File: src/rtl/snake_motion_ctrl.sv
`default_nettype none
// ============================================================================
//  Module      : snake_motion_ctrl
//  Description : Snake game-state stage. Advances the snake one cell per
//                game tick, latches button direction, detects food, wall
//                and self collisions, grows the body and serves a registered
//                segment read port to the renderer.
//  Revision    : 1.0 - initial release
// ============================================================================
module snake_motion_ctrl #(
    parameter int GRID_W  = 40,
    parameter int GRID_H  = 30,
    parameter int MAX_LEN = 32
) (
    input  logic       clk_100MHz,
    input  logic       reset,
    input  logic       game_tick,
    input  logic       btn_up,
    input  logic       btn_down,
    input  logic       btn_left,
    input  logic       btn_right,
    input  logic [5:0] food_x,
    input  logic [4:0] food_y,
    input  logic       food_valid,
    input  logic [4:0] rd_idx,
    output logic [5:0] rd_x,
    output logic [4:0] rd_y,
    output logic       rd_valid,
    output logic [5:0] head_x,
    output logic [4:0] head_y,
    output logic [5:0] snake_len,
    output logic       eat_pulse,
    output logic       game_over,
    output logic       busy
);

    typedef enum logic [2:0] {
        S_IDLE   = 3'd0,
        S_CALC   = 3'd1,
        S_SCAN   = 3'd2,
        S_UPDATE = 3'd3,
        S_OVER   = 3'd4
    } state_t;

    typedef enum logic [1:0] {
        DIR_UP    = 2'b00,
        DIR_DOWN  = 2'b01,
        DIR_LEFT  = 2'b10,
        DIR_RIGHT = 2'b11
    } dir_t;

    localparam logic [5:0] c_X_MAX    = 6'(GRID_W - 1);
    localparam logic [4:0] c_Y_MAX    = 5'(GRID_H - 1);
    localparam logic [5:0] c_START_X  = 6'(GRID_W / 2);
    localparam logic [4:0] c_START_Y  = 5'(GRID_H / 2);
    localparam logic [5:0] c_MAX_LEN  = 6'(MAX_LEN);
    localparam logic [4:0] c_LAST_IDX = 5'(MAX_LEN - 1);

    state_t                     state_q;
    dir_t                       dir_q;
    dir_t                       pend_q;
    dir_t                       pend_d;
    logic [MAX_LEN-1:0][5:0]    seg_x_q;
    logic [MAX_LEN-1:0][4:0]    seg_y_q;
    logic [5:0]                 len_q;
    logic [5:0]                 nx_q;
    logic [4:0]                 ny_q;
    logic                       wall_q;
    logic                       eat_q;
    logic                       hit_q;
    logic [4:0]                 idx_q;
    logic                       eat_pulse_q;
    logic                       over_q;

    logic [5:0]                 nx_d;
    logic [4:0]                 ny_d;
    logic                       wall_d;
    logic                       eat_d;
    logic [5:0]                 scan_limit_d;
    logic                       scan_match_d;

    assign head_x    = seg_x_q[0];
    assign head_y    = seg_y_q[0];
    assign snake_len = len_q;
    assign eat_pulse = eat_pulse_q;
    assign game_over = over_q;
    assign busy      = (state_q == S_CALC) || (state_q == S_SCAN) || (state_q == S_UPDATE);

    // Highest-priority pressed button becomes pending unless it reverses the committed direction
    always_comb begin
        pend_d = pend_q;
        if (btn_up) begin
            if (dir_q != DIR_DOWN) pend_d = DIR_UP;
        end else if (btn_down) begin
            if (dir_q != DIR_UP) pend_d = DIR_DOWN;
        end else if (btn_left) begin
            if (dir_q != DIR_RIGHT) pend_d = DIR_LEFT;
        end else if (btn_right) begin
            if (dir_q != DIR_LEFT) pend_d = DIR_RIGHT;
        end
    end

    // Candidate head one step from the current head; leaving the grid (including 0-1 wrap) is a wall hit
    always_comb begin
        nx_d   = seg_x_q[0];
        ny_d   = seg_y_q[0];
        wall_d = 1'b0;
        case (pend_q)
            DIR_UP: begin
                ny_d   = seg_y_q[0] - 5'd1;
                wall_d = (seg_y_q[0] == 5'd0);
            end
            DIR_DOWN: begin
                ny_d   = seg_y_q[0] + 5'd1;
                wall_d = (seg_y_q[0] >= c_Y_MAX);
            end
            DIR_LEFT: begin
                nx_d   = seg_x_q[0] - 6'd1;
                wall_d = (seg_x_q[0] == 6'd0);
            end
            default: begin
                nx_d   = seg_x_q[0] + 6'd1;
                wall_d = (seg_x_q[0] >= c_X_MAX);
            end
        endcase
        eat_d = food_valid && (nx_d == food_x) && (ny_d == food_y);
    end

    // Body collision test for the segment under scan; the tail is excluded unless the snake grows
    always_comb begin
        scan_limit_d = eat_q ? len_q : (len_q - 6'd1);
        scan_match_d = ({1'b0, idx_q} < scan_limit_d) &&
                       (seg_x_q[idx_q] == nx_q) && (seg_y_q[idx_q] == ny_q);
    end

    // Pending direction register, sampled every cycle
    always_ff @(posedge clk_100MHz or posedge reset) begin
        if (reset) begin
            pend_q <= DIR_RIGHT;
        end else begin
            pend_q <= pend_d;
        end
    end

    // Move sequencer: IDLE -> CALC -> SCAN x MAX_LEN -> UPDATE -> IDLE/OVER
    always_ff @(posedge clk_100MHz or posedge reset) begin
        if (reset) begin
            state_q     <= S_IDLE;
            dir_q       <= DIR_RIGHT;
            seg_x_q     <= '0;
            seg_y_q     <= '0;
            seg_x_q[0]  <= c_START_X;
            seg_x_q[1]  <= c_START_X - 6'd1;
            seg_x_q[2]  <= c_START_X - 6'd2;
            seg_y_q[0]  <= c_START_Y;
            seg_y_q[1]  <= c_START_Y;
            seg_y_q[2]  <= c_START_Y;
            len_q       <= 6'd3;
            nx_q        <= '0;
            ny_q        <= '0;
            wall_q      <= 1'b0;
            eat_q       <= 1'b0;
            hit_q       <= 1'b0;
            idx_q       <= '0;
            eat_pulse_q <= 1'b0;
            over_q      <= 1'b0;
        end else begin
            eat_pulse_q <= 1'b0;
            case (state_q)
                S_IDLE: begin
                    if (game_tick) state_q <= S_CALC;
                end
                S_CALC: begin
                    dir_q   <= pend_q;
                    nx_q    <= nx_d;
                    ny_q    <= ny_d;
                    wall_q  <= wall_d;
                    eat_q   <= eat_d;
                    hit_q   <= 1'b0;
                    idx_q   <= '0;
                    state_q <= S_SCAN;
                end
                S_SCAN: begin
                    if (scan_match_d) hit_q <= 1'b1;
                    idx_q <= idx_q + 5'd1;
                    if (idx_q == c_LAST_IDX) state_q <= S_UPDATE;
                end
                S_UPDATE: begin
                    if (wall_q || hit_q) begin
                        over_q  <= 1'b1;
                        state_q <= S_OVER;
                    end else begin
                        seg_x_q <= {seg_x_q[MAX_LEN-2:0], nx_q};
                        seg_y_q <= {seg_y_q[MAX_LEN-2:0], ny_q};
                        if (eat_q) begin
                            if (len_q < c_MAX_LEN) len_q <= len_q + 6'd1;
                            eat_pulse_q <= 1'b1;
                        end
                        state_q <= S_IDLE;
                    end
                end
                S_OVER: begin
                    state_q <= S_OVER;
                end
                default: begin
                    state_q <= S_IDLE;
                end
            endcase
        end
    end

    // Renderer read port, one-cycle latency, active in every state
    always_ff @(posedge clk_100MHz or posedge reset) begin
        if (reset) begin
            rd_x     <= '0;
            rd_y     <= '0;
            rd_valid <= 1'b0;
        end else begin
            rd_x     <= seg_x_q[rd_idx];
            rd_y     <= seg_y_q[rd_idx];
            rd_valid <= ({1'b0, rd_idx} < len_q);
        end
    end

endmodule
`default_nettype wire

File: config.mk
export PLATFORM = sky130hd
export DESIGN_NAME = snake_motion_ctrl
export DESIGN_NICKNAME = d
export VERILOG_FILES = /design/src/rtl/snake_motion_ctrl.sv
export SDC_FILE = /design/constraint.sdc
export NUM_CORES = 1
export LEC_CHECK = 0
export ABC_AREA = 1
export CAP_MARGIN = 40
export CORE_MARGIN = 2
export CORE_UTILIZATION = 55
export CTS_BUF_LIST = sky130_fd_sc_hd__clkbuf_4
export DETAILED_ROUTE_END_ITERATION = 10
export PLACE_DENSITY_LB_ADDON = 0.3
export SETUP_SLACK_MARGIN = 0.02
export SYNTH_ARGS = -nofsm -noshare
export SYNTH_HDL_FRONTEND = slang
export SYNTH_SLANG_ARGS = --single-unit
File: constraint.sdc
create_clock -name clk_100MHz -period 33.6 [get_ports clk_100MHz]
set_input_delay 3.36 -clock clk_100MHz [delete_from_list [all_inputs] [get_ports clk_100MHz]]
set_output_delay 3.36 -clock clk_100MHz [all_outputs]
set_load 0.005 [all_outputs]
Word level (Yosys, flattened, before mapping)
Index checks and enable logic that the tools add are counted.
- add/sub/neg operators: 7
- multiply operators: 0
- div/mod/pow operators: 0
- order comparisons: 7
- equal/unequal tests: 20
- shifts and indexed selects: 0
- mux-type cells: 30
- bitwise operators: 1
- reductions and logical operators: 22
- operator list (cell ; count):
    binary-select mux 6 bit (select 5 bit) ; 2
    binary-select mux 5 bit (select 5 bit) ; 2
    one-hot mux 5 bit (2 select lines) ; 2
    two-way mux 6 bit ; 3
    two-way mux 2 bit ; 8
    one-hot mux 3 bit (5 select lines) ; 1
    adder 6 x 1 -> 6 bit (second input constant) ; 2
    == test 6 bit ; 2
    < comparator 5 x 6 -> 1 bit ; 2
    < comparator 5 x 6 -> 1 bit (second input constant) ; 2
    one-hot mux 6 bit (2 select lines) ; 1
    subtractor 6 x 1 -> 6 bit (second input constant) ; 2
    adder 5 x 1 -> 5 bit (second input constant) ; 2
    == test 5 bit ; 2
    two-way mux 5 bit ; 2
    two-way mux 3 bit ; 3
    inequality test 2 bit (second input constant) ; 4
    AND reduction 2 bit ; 4
    nonzero test 4 bit ; 2
    == test 3 x 2 -> 1 bit (second input constant) ; 2
    >= comparator 6 bit (second input constant) ; 1
    logical NOT 6 bit ; 1
    < comparator 6 bit (second input constant) ; 1
    inequality test 2 x 1 -> 1 bit (second input constant) ; 3
    22 further kinds ; 31
- register bits after elaboration: 398
- bits in latches: 0
- bits in writable memories: 0
- ROM bits: 0
- bits of input ports: 24
- output and inout bits: 32
- logic and storage cells: 166
- memories: 0

Depth between registers and ports, before layout
Gate-level depths: netlist of run 1.
- depth in word-level cells: 7
- mapped depth: 20
- mapped depth without buffers: 20

Least setup slack after synthesis of run 1
No wires, ideal clock.
- kind: input port to flip-flop
- from: in rd_idx[0]
- to: reg rd_x[1]
- setup time: 86 ps
- data arrival time: 4521 ps
- data required time: 33514 ps
- path slack: 28993 ps
- stages on the path: 8
- path buffers: 3
- cells stage by stage: clkbuf_1 inv_1 buf_2 clkbuf_1 o21ai_0 o211ai_1 nand3_1 a32oi_1
- word-level cells in the longest chain between the ends: 2
- ends and longest elaborated chain (element ; line ; source):
    start, declared ; 25 ; input logic [4:0] rd_idx,
    binary-select mux 6 bit (select 5 bit) ; 219 ; rd_x <= seg_x_q[rd_idx];
    two-way mux 6 bit (implied by the code) ; 219 ;
    end signal, assigned ; 219 ;
    end, declared ; 26 ; output logic [5:0] rd_x,
No other way between the ends. The select of a mux whose other input is x is not followed.
A chain may end at the register's enable or synchronous reset.

Final worst setup path of run 1
- from: reg seg_y_q (netlist bit head_y[4])
- to: out head_y[4]
- RTL lines (element ; line ; source):
    start, declared ; 64 ; logic [MAX_LEN-1:0][4:0] seg_y_q;
    start signal, assigned ; 194 ; seg_y_q <= {seg_y_q[MAX_LEN-2:0], ny_q};
    end, declared ; 30 ; output logic [4:0] head_y,
No word-level cell between the ends.

==> flow_summary.toml, run 1 <==
[outcome]
status = "finished, final reports clean"

[power_and_ir_drop]
p_int_w = 0.000973
p_per_area_nw_per_um2 = 70.3
pwr-share-seq = 0.369
p_leak_nw = 11.4
p_sw_frac = 0.435
power_frac_clock = 0.256
power_w = 0.00172
vdd_ir_drop_max_mv = 0.0420
combPwrFrac = 0.376
switchingPower_w = 0.000749

[timing]
max_freq_mhz = 182
finalSetupTns_ns = 0
tightest_slew_ns = 1.08
hold_viol = 0
maxSlewViolCount = 0
rsz0062_at_grt = "false"
finalClockSkew_ns = 0.0691
final-setup-viol-count = 0
fin_crit_ns = 5.49
maxSlewHeadroom = 0.280
final.period_utilization = 0.163

[detailed_routing]
via_per_inst = 5.82
route.detailed.drc = 0
wl_um = 66400
vias = 22100
wire_per_inst_um = 17.5
drtAntennaViolNets = 0
drt_iter0_markers = 2776
firstDrtPassIters = 5

[placement]
port_buffers = 55
dp_cells = 3598
place_area_sq_um = 23100
place.gp.congestion = 0.879
dp_hpwl_um = 38100

[synthesis]
synth_seq_cells = 398
ys_seq_area_frac = 0.445
syn-num-nets = 3253
ys_types = 36
synth_area_sq_um = 22500
syn_area_per_cell_sq_um = 6.99
syn_inst = 3212
synth_top_cell_by_area = "dfrtp_1"
yosys_warnings = 0
synth_top_area_frac = 0.416
synthTopCellsByArea = "dfrtp_1, nand2_1, o21ai_0"

[floorplan]
rows = 74
dieArea_sq_um = 42500
dieHeight_um = 206
ios = 56
start_util = 0.554
core_sq_um = 40600
die_x_um = 206

[global_routing]
grt_use_met3 = 0.0699
grt_util_met2 = 0.503
overflow = 0
grt_pass1_vias = 21200
grt.busiest_layer = "met2"
antenna_found_initial = 2
grt_max_degree = 256
grt.total_usage = 0.322
use_met1 = 0.422
grt_pass1_wl_um = 109000

[clocking]
cts_htree_levels = 3
cts.sinks = 398
cts_hold_buf = 0
cts_made_buffers = 107
cts_buffer_depth = 3
postCtsSetupRepairBufs = 0
clk_pin_slew_ns = 0.07
cts_resized = 0
cts_tree = "built"
clock_latency_ns = 0.86
cts_root_buf = "clkbuf_4"

[final_layout]
n_fill_cell = 3695
final_common_cell = "nand2_1"
design_area_sq_um = 24500
final_cell_mix = "nand2_1, o21ai_0, dfrtp_1, nand3_1, nor2_1"
nNetsFinal = 3216
drive_above_1_share = 0.0770
area_delta_synth_final_pct = 9.12
utilization = 0.604
fin_cells = 3796

[setup_path]
startpoint_type = "register"
crit_buf_inv = 1
max_stage_delay_ns = 0.72
worstSetupPathType = "register to output pin"
ff2ff_path_depth = 14
worstPathRequired_ns = 30.24
path_cells = "clkdlybuf4s50_1"
endpoint_kind = "output pin"
path_depth = 1
crit_arrival_ns = 2.13
critical_path.max_fanout = 8
cp_top_family = "flip-flops"
slowest_stage = "dfrtp_1"

[run]
cap_violations = 0

[hold_path]
hold_depth = 2
hold_class = "register to register"
## power groups by stage
stage | clock network, W | registers, W | logic (W)
after floorplan | 0 | 0.000600 | 0.000486
after CTS | 0.000449 | 0.000632 | 0.000638
final | 0.000440 | 0.000635 | 0.000647
after global routing | 0.000476 | 0.000643 | 0.000721
after global placement | 0 | 0.000639 | 0.000603
after detailed placement | 0 | 0.000640 | 0.000635
## cells by family (layout without fill, tap and decap cells)
| logic type | count (synthesis) | count (layout) | share of synthesized area |
|---|---|---|---|
| AOI/OAI and AO/OA | 628 | 628 | 0.153 |
| xor gates and xnor gates | 17 | 17 | 0.00663 |
| adders and majority gates | 17 | 17 | 0.00981 |
| buffers and inverters | 406 | 455 | 0.0760 |
| DFF | 398 | 398 | 0.445 |
| other | 0 | 3 | 0 |
| and+or+nand+nor | 1746 | 1746 | 0.310 |
## per-stage QoR
stage	setup slack (ns)	hold WS (ns)
floorplan	19.21	0.453
global placement	27.20	0.450
detailed placement	27.55	0.458
CTS	28.11	0.464
global route	28.07	0.481
finish	28.11	0.470
## layout make-up
cell class                 instances  area [sq um]  area share
antenna                            3          7.51    0.000306
sequential                       398         10000       0.408
clock inverter                    30           144     0.00587
clock buffer                     165          1240      0.0506
multi-input combinational       2408         10800       0.440
timing repair buffer              93          1030      0.0420
tap                              532           666      0.0272
inverter                         167           648      0.0265
## cell usage after synthesis, drive strengths merged
cell type,number
o211ai,34
buf,112
inv,165
o221ai,27
a211oi,5
ha,16
nor3,3
nand4,9
xor2,14
nand3,276
dfstp,25
a21o,2
a21oi,99
a21boi,1
clkinv,2
o311ai,1
nand3b,4
clkbuf,127
o31ai,3
a32oi,9
nand2,1242
fa,1
nor2,209
dfrtp,373
o22ai,11
xnor2,3
o21ai,423
nor4,3
a31oi,13
## state kept, by name, summed over array words and instances (netlist names), 2 cells and up
register,cells
head_x,6
seg_y_q,155
rd_x,6
rd_y,5
idx_q,5
dir_q,2
head_y,5
pend_q,2
ny_q,5
seg_x_q,186
nx_q,6
snake_len,6
state_q,3
## per-layer routing
layer  part of all wire  wire length (um)  vias up
li1                   -                 -    10400
met3              0.093              6160      201
met1               0.41             27200    10400
met4              0.042              2820        0
met2               0.46             30200     1104
met5                  0                 0        -
## worst paths after layout
check	from	to	slack [ns]
setup reg to reg	idx_q[1]$_DFFE_PP0P_	hit_q$_DFFE_PP0P_	30.12
setup / recovery	head_y[4]$_DFFE_PP0P_	head_y[4]	28.11
min in group asynchronous	reset	rd_y[4]$_DFF_PP0_	2.83
max in group asynchronous	reset	seg_x_q[13]$_DFFE_PP1P_	29.13
hold / removal	game_over$_DFFE_PP0P_	game_over$_DFFE_PP0P_	0.47
hold reg to reg	game_over$_DFFE_PP0P_	game_over$_DFFE_PP0P_	0.47
No activity file was read; power rests on OpenSTA's default activity.
==> run 2, diff against run 1 <==
==> constraint.sdc (replaced) <==
create_clock -name clk_100MHz -period 4.9 [get_ports clk_100MHz]
set_input_delay 0.49 -clock clk_100MHz [delete_from_list [all_inputs] [get_ports clk_100MHz]]
set_output_delay 0.49 -clock clk_100MHz [all_outputs]
set_load 0.005 [all_outputs]
==> flow_summary.toml, run 2 (same netlist as run 1, synthesis figures left out) <==
[detailed_routing]
route.detailed.drc = 0
drtAntennaViolNets = 0
wire_per_inst_um = 17.8
vias = 22200
firstDrtPassIters = 5
wl_um = 67300
drt_iter0_markers = 2703
via_per_inst = 5.87

[floorplan]
dieArea_sq_um = 42500
dieHeight_um = 206
core_sq_um = 40600
die_x_um = 206
start_util = 0.554
ios = 56
rows = 74

[global_routing]
grt_max_degree = 261
antenna_found_initial = 2
grt.total_usage = 0.321
overflow = 0
grt_pass1_vias = 21300
grt_pass1_wl_um = 109000

[timing]
final.period_utilization = 0.641
final-setup-viol-count = 0
max_freq_mhz = 318
maxSlewHeadroom = 0.190
rsz0062_at_grt = "false"
maxSlewViolCount = 0
hold_viol = 0
tightest_slew_ns = 1.22
finalClockSkew_ns = 0.0396
fin_crit_ns = 3.14

[clocking]
cts_tree = "built"
clock_latency_ns = 0.83
postCtsSetupRepairBufs = 0
cts_htree_levels = 3
cts_made_buffers = 106
clk_pin_slew_ns = 0.07
cts_hold_buf = 0
cts_resized = 0
cts.sinks = 398
cts_root_buf = "clkbuf_4"
cts_buffer_depth = 3

[power_and_ir_drop]
p_leak_nw = 11.4
combPwrFrac = 0.377
pwr-share-seq = 0.371
switchingPower_w = 0.00517
power_frac_clock = 0.251
vdd_ir_drop_max_mv = 0.323
p_per_area_nw_per_um2 = 483
p_sw_frac = 0.438
p_int_w = 0.00662

[final_layout]
area_delta_synth_final_pct = 8.69
reg_top3 = "seg_x_q (186), seg_y_q (155)"
utilization = 0.602
n_fill_cell = 3730
drive_above_1_share = 0.0756
top_register = "seg_x_q"
largest_reg_flops = 186
final_common_cell = "nand2_1"
final_cell_mix = "nand2_1, o21ai_0, dfrtp_1, nand3_1, nor2_1"
fin_cells = 3787
nNetsFinal = 3217

[setup_path]
ff2ff_path_depth = 17
startpoint_type = "register"
endpoint_kind = "register"
crit_arrival_ns = 3.90
critical_path.max_fanout = 61
worstSetupPathType = "register to register"
worstPathRequired_ns = 5.66
reg2reg_setup_slack_ns = 1.76

[placement]
place.gp.congestion = 0.856
dp_hpwl_um = 39900
dp_cells = 3600
port_buffers = 55

[hold_path]
hold_class = "input pin to asynchronous set/reset pin"

[run]
cap_violations = 0

[outcome]
status = "finished, final reports clean"
run 2: worst max-delay path: stages, from the launching register on:
cell     delay [ns]
dfrtp_4        0.73
inv_4          0.39
buf_12         0.34
buf_4          0.39
nand2_1        0.10
nand3_1        0.08
nand3_1        0.08
nand2_1        0.10
nand2_1        0.06
nand2_1        0.11
nand2_1        0.05
nand2_1        0.18
nand2_1        0.07
nor2_1         0.10
nand2_1        0.06
nor2_1         0.09
nand2_1        0.06
nand2_1        0.06
run 2: stage by stage:
step,area [sq um],hold slack [ns],TNS (ns),total power [W],setup WS [ns]
2_1_floorplan,22500,0.453,-345.91,0.00745,-0.927
3_3_place_gp,23000,0.470,0,0.00865,1.83
3_5_place_dp,23100,0.475,0,0.00875,1.87
4_1_cts,24400,0.171,0,0.0117,1.86
5_1_grt,24400,0.205,0,0.0125,1.44
6_report,24400,0.182,0,0.0118,1.76
run 2: power groups by stage:
| stage | logic, W | registers [W] | clock network [W] |
|---|---|---|---|
| detailed placement | 0.00434 | 0.00441 | 0 |
| finish | 0.00445 | 0.00438 | 0.00297 |
| floorplan | 0.00333 | 0.00411 | 0 |
| global route | 0.00492 | 0.00443 | 0.00320 |
| CTS | 0.00436 | 0.00436 | 0.00302 |
| global placement | 0.00426 | 0.00440 | 0 |
run 2: routing by layer:
| metal | vias up | share of wire | wire length (um) | track usage |
|---|---|---|---|---|
| li1 | 10400 | - | - | - |
| met1 | 10400 | 0.41 | 27500 | 0.421 |
| met2 | 1160 | 0.46 | 30700 | 0.505 |
| met3 | 226 | 0.092 | 6170 | 0.0680 |
| met4 | 0 | 0.045 | 3020 | 0.161 |
| met5 | - | 0 | 0 | 0 |
run 2: area by class of cell:
type | instances | area, sq um | area share
antenna | 2 | 5.00 | 0.000205
clock buffer | 155 | 1160 | 0.0477
clock inverter | 30 | 174 | 0.00713
inverter | 167 | 644 | 0.0264
multi-input combinational | 2408 | 10800 | 0.441
sequential | 398 | 10000 | 0.410
tap | 532 | 666 | 0.0273
timing repair buffer | 95 | 983 | 0.0403
run 2: path summary, 6_finish.rpt:
path | start | to
setup / recovery | idx_q[0]$_DFFE_PP0P_ | hit_q$_DFFE_PP0P_
hold / removal | reset | seg_y_q[143]$_DFFE_PP0P_
setup reg to reg | idx_q[0]$_DFFE_PP0P_ | hit_q$_DFFE_PP0P_
hold reg to reg | seg_x_q[10]$_DFFE_PP1P_ | seg_x_q[16]$_DFFE_PP1P_
max in group asynchronous | reset | seg_x_q[129]$_DFFE_PP0P_
min in group clk_100MHz | btn_up | pend_q[0]$_DFFE_PP1P_
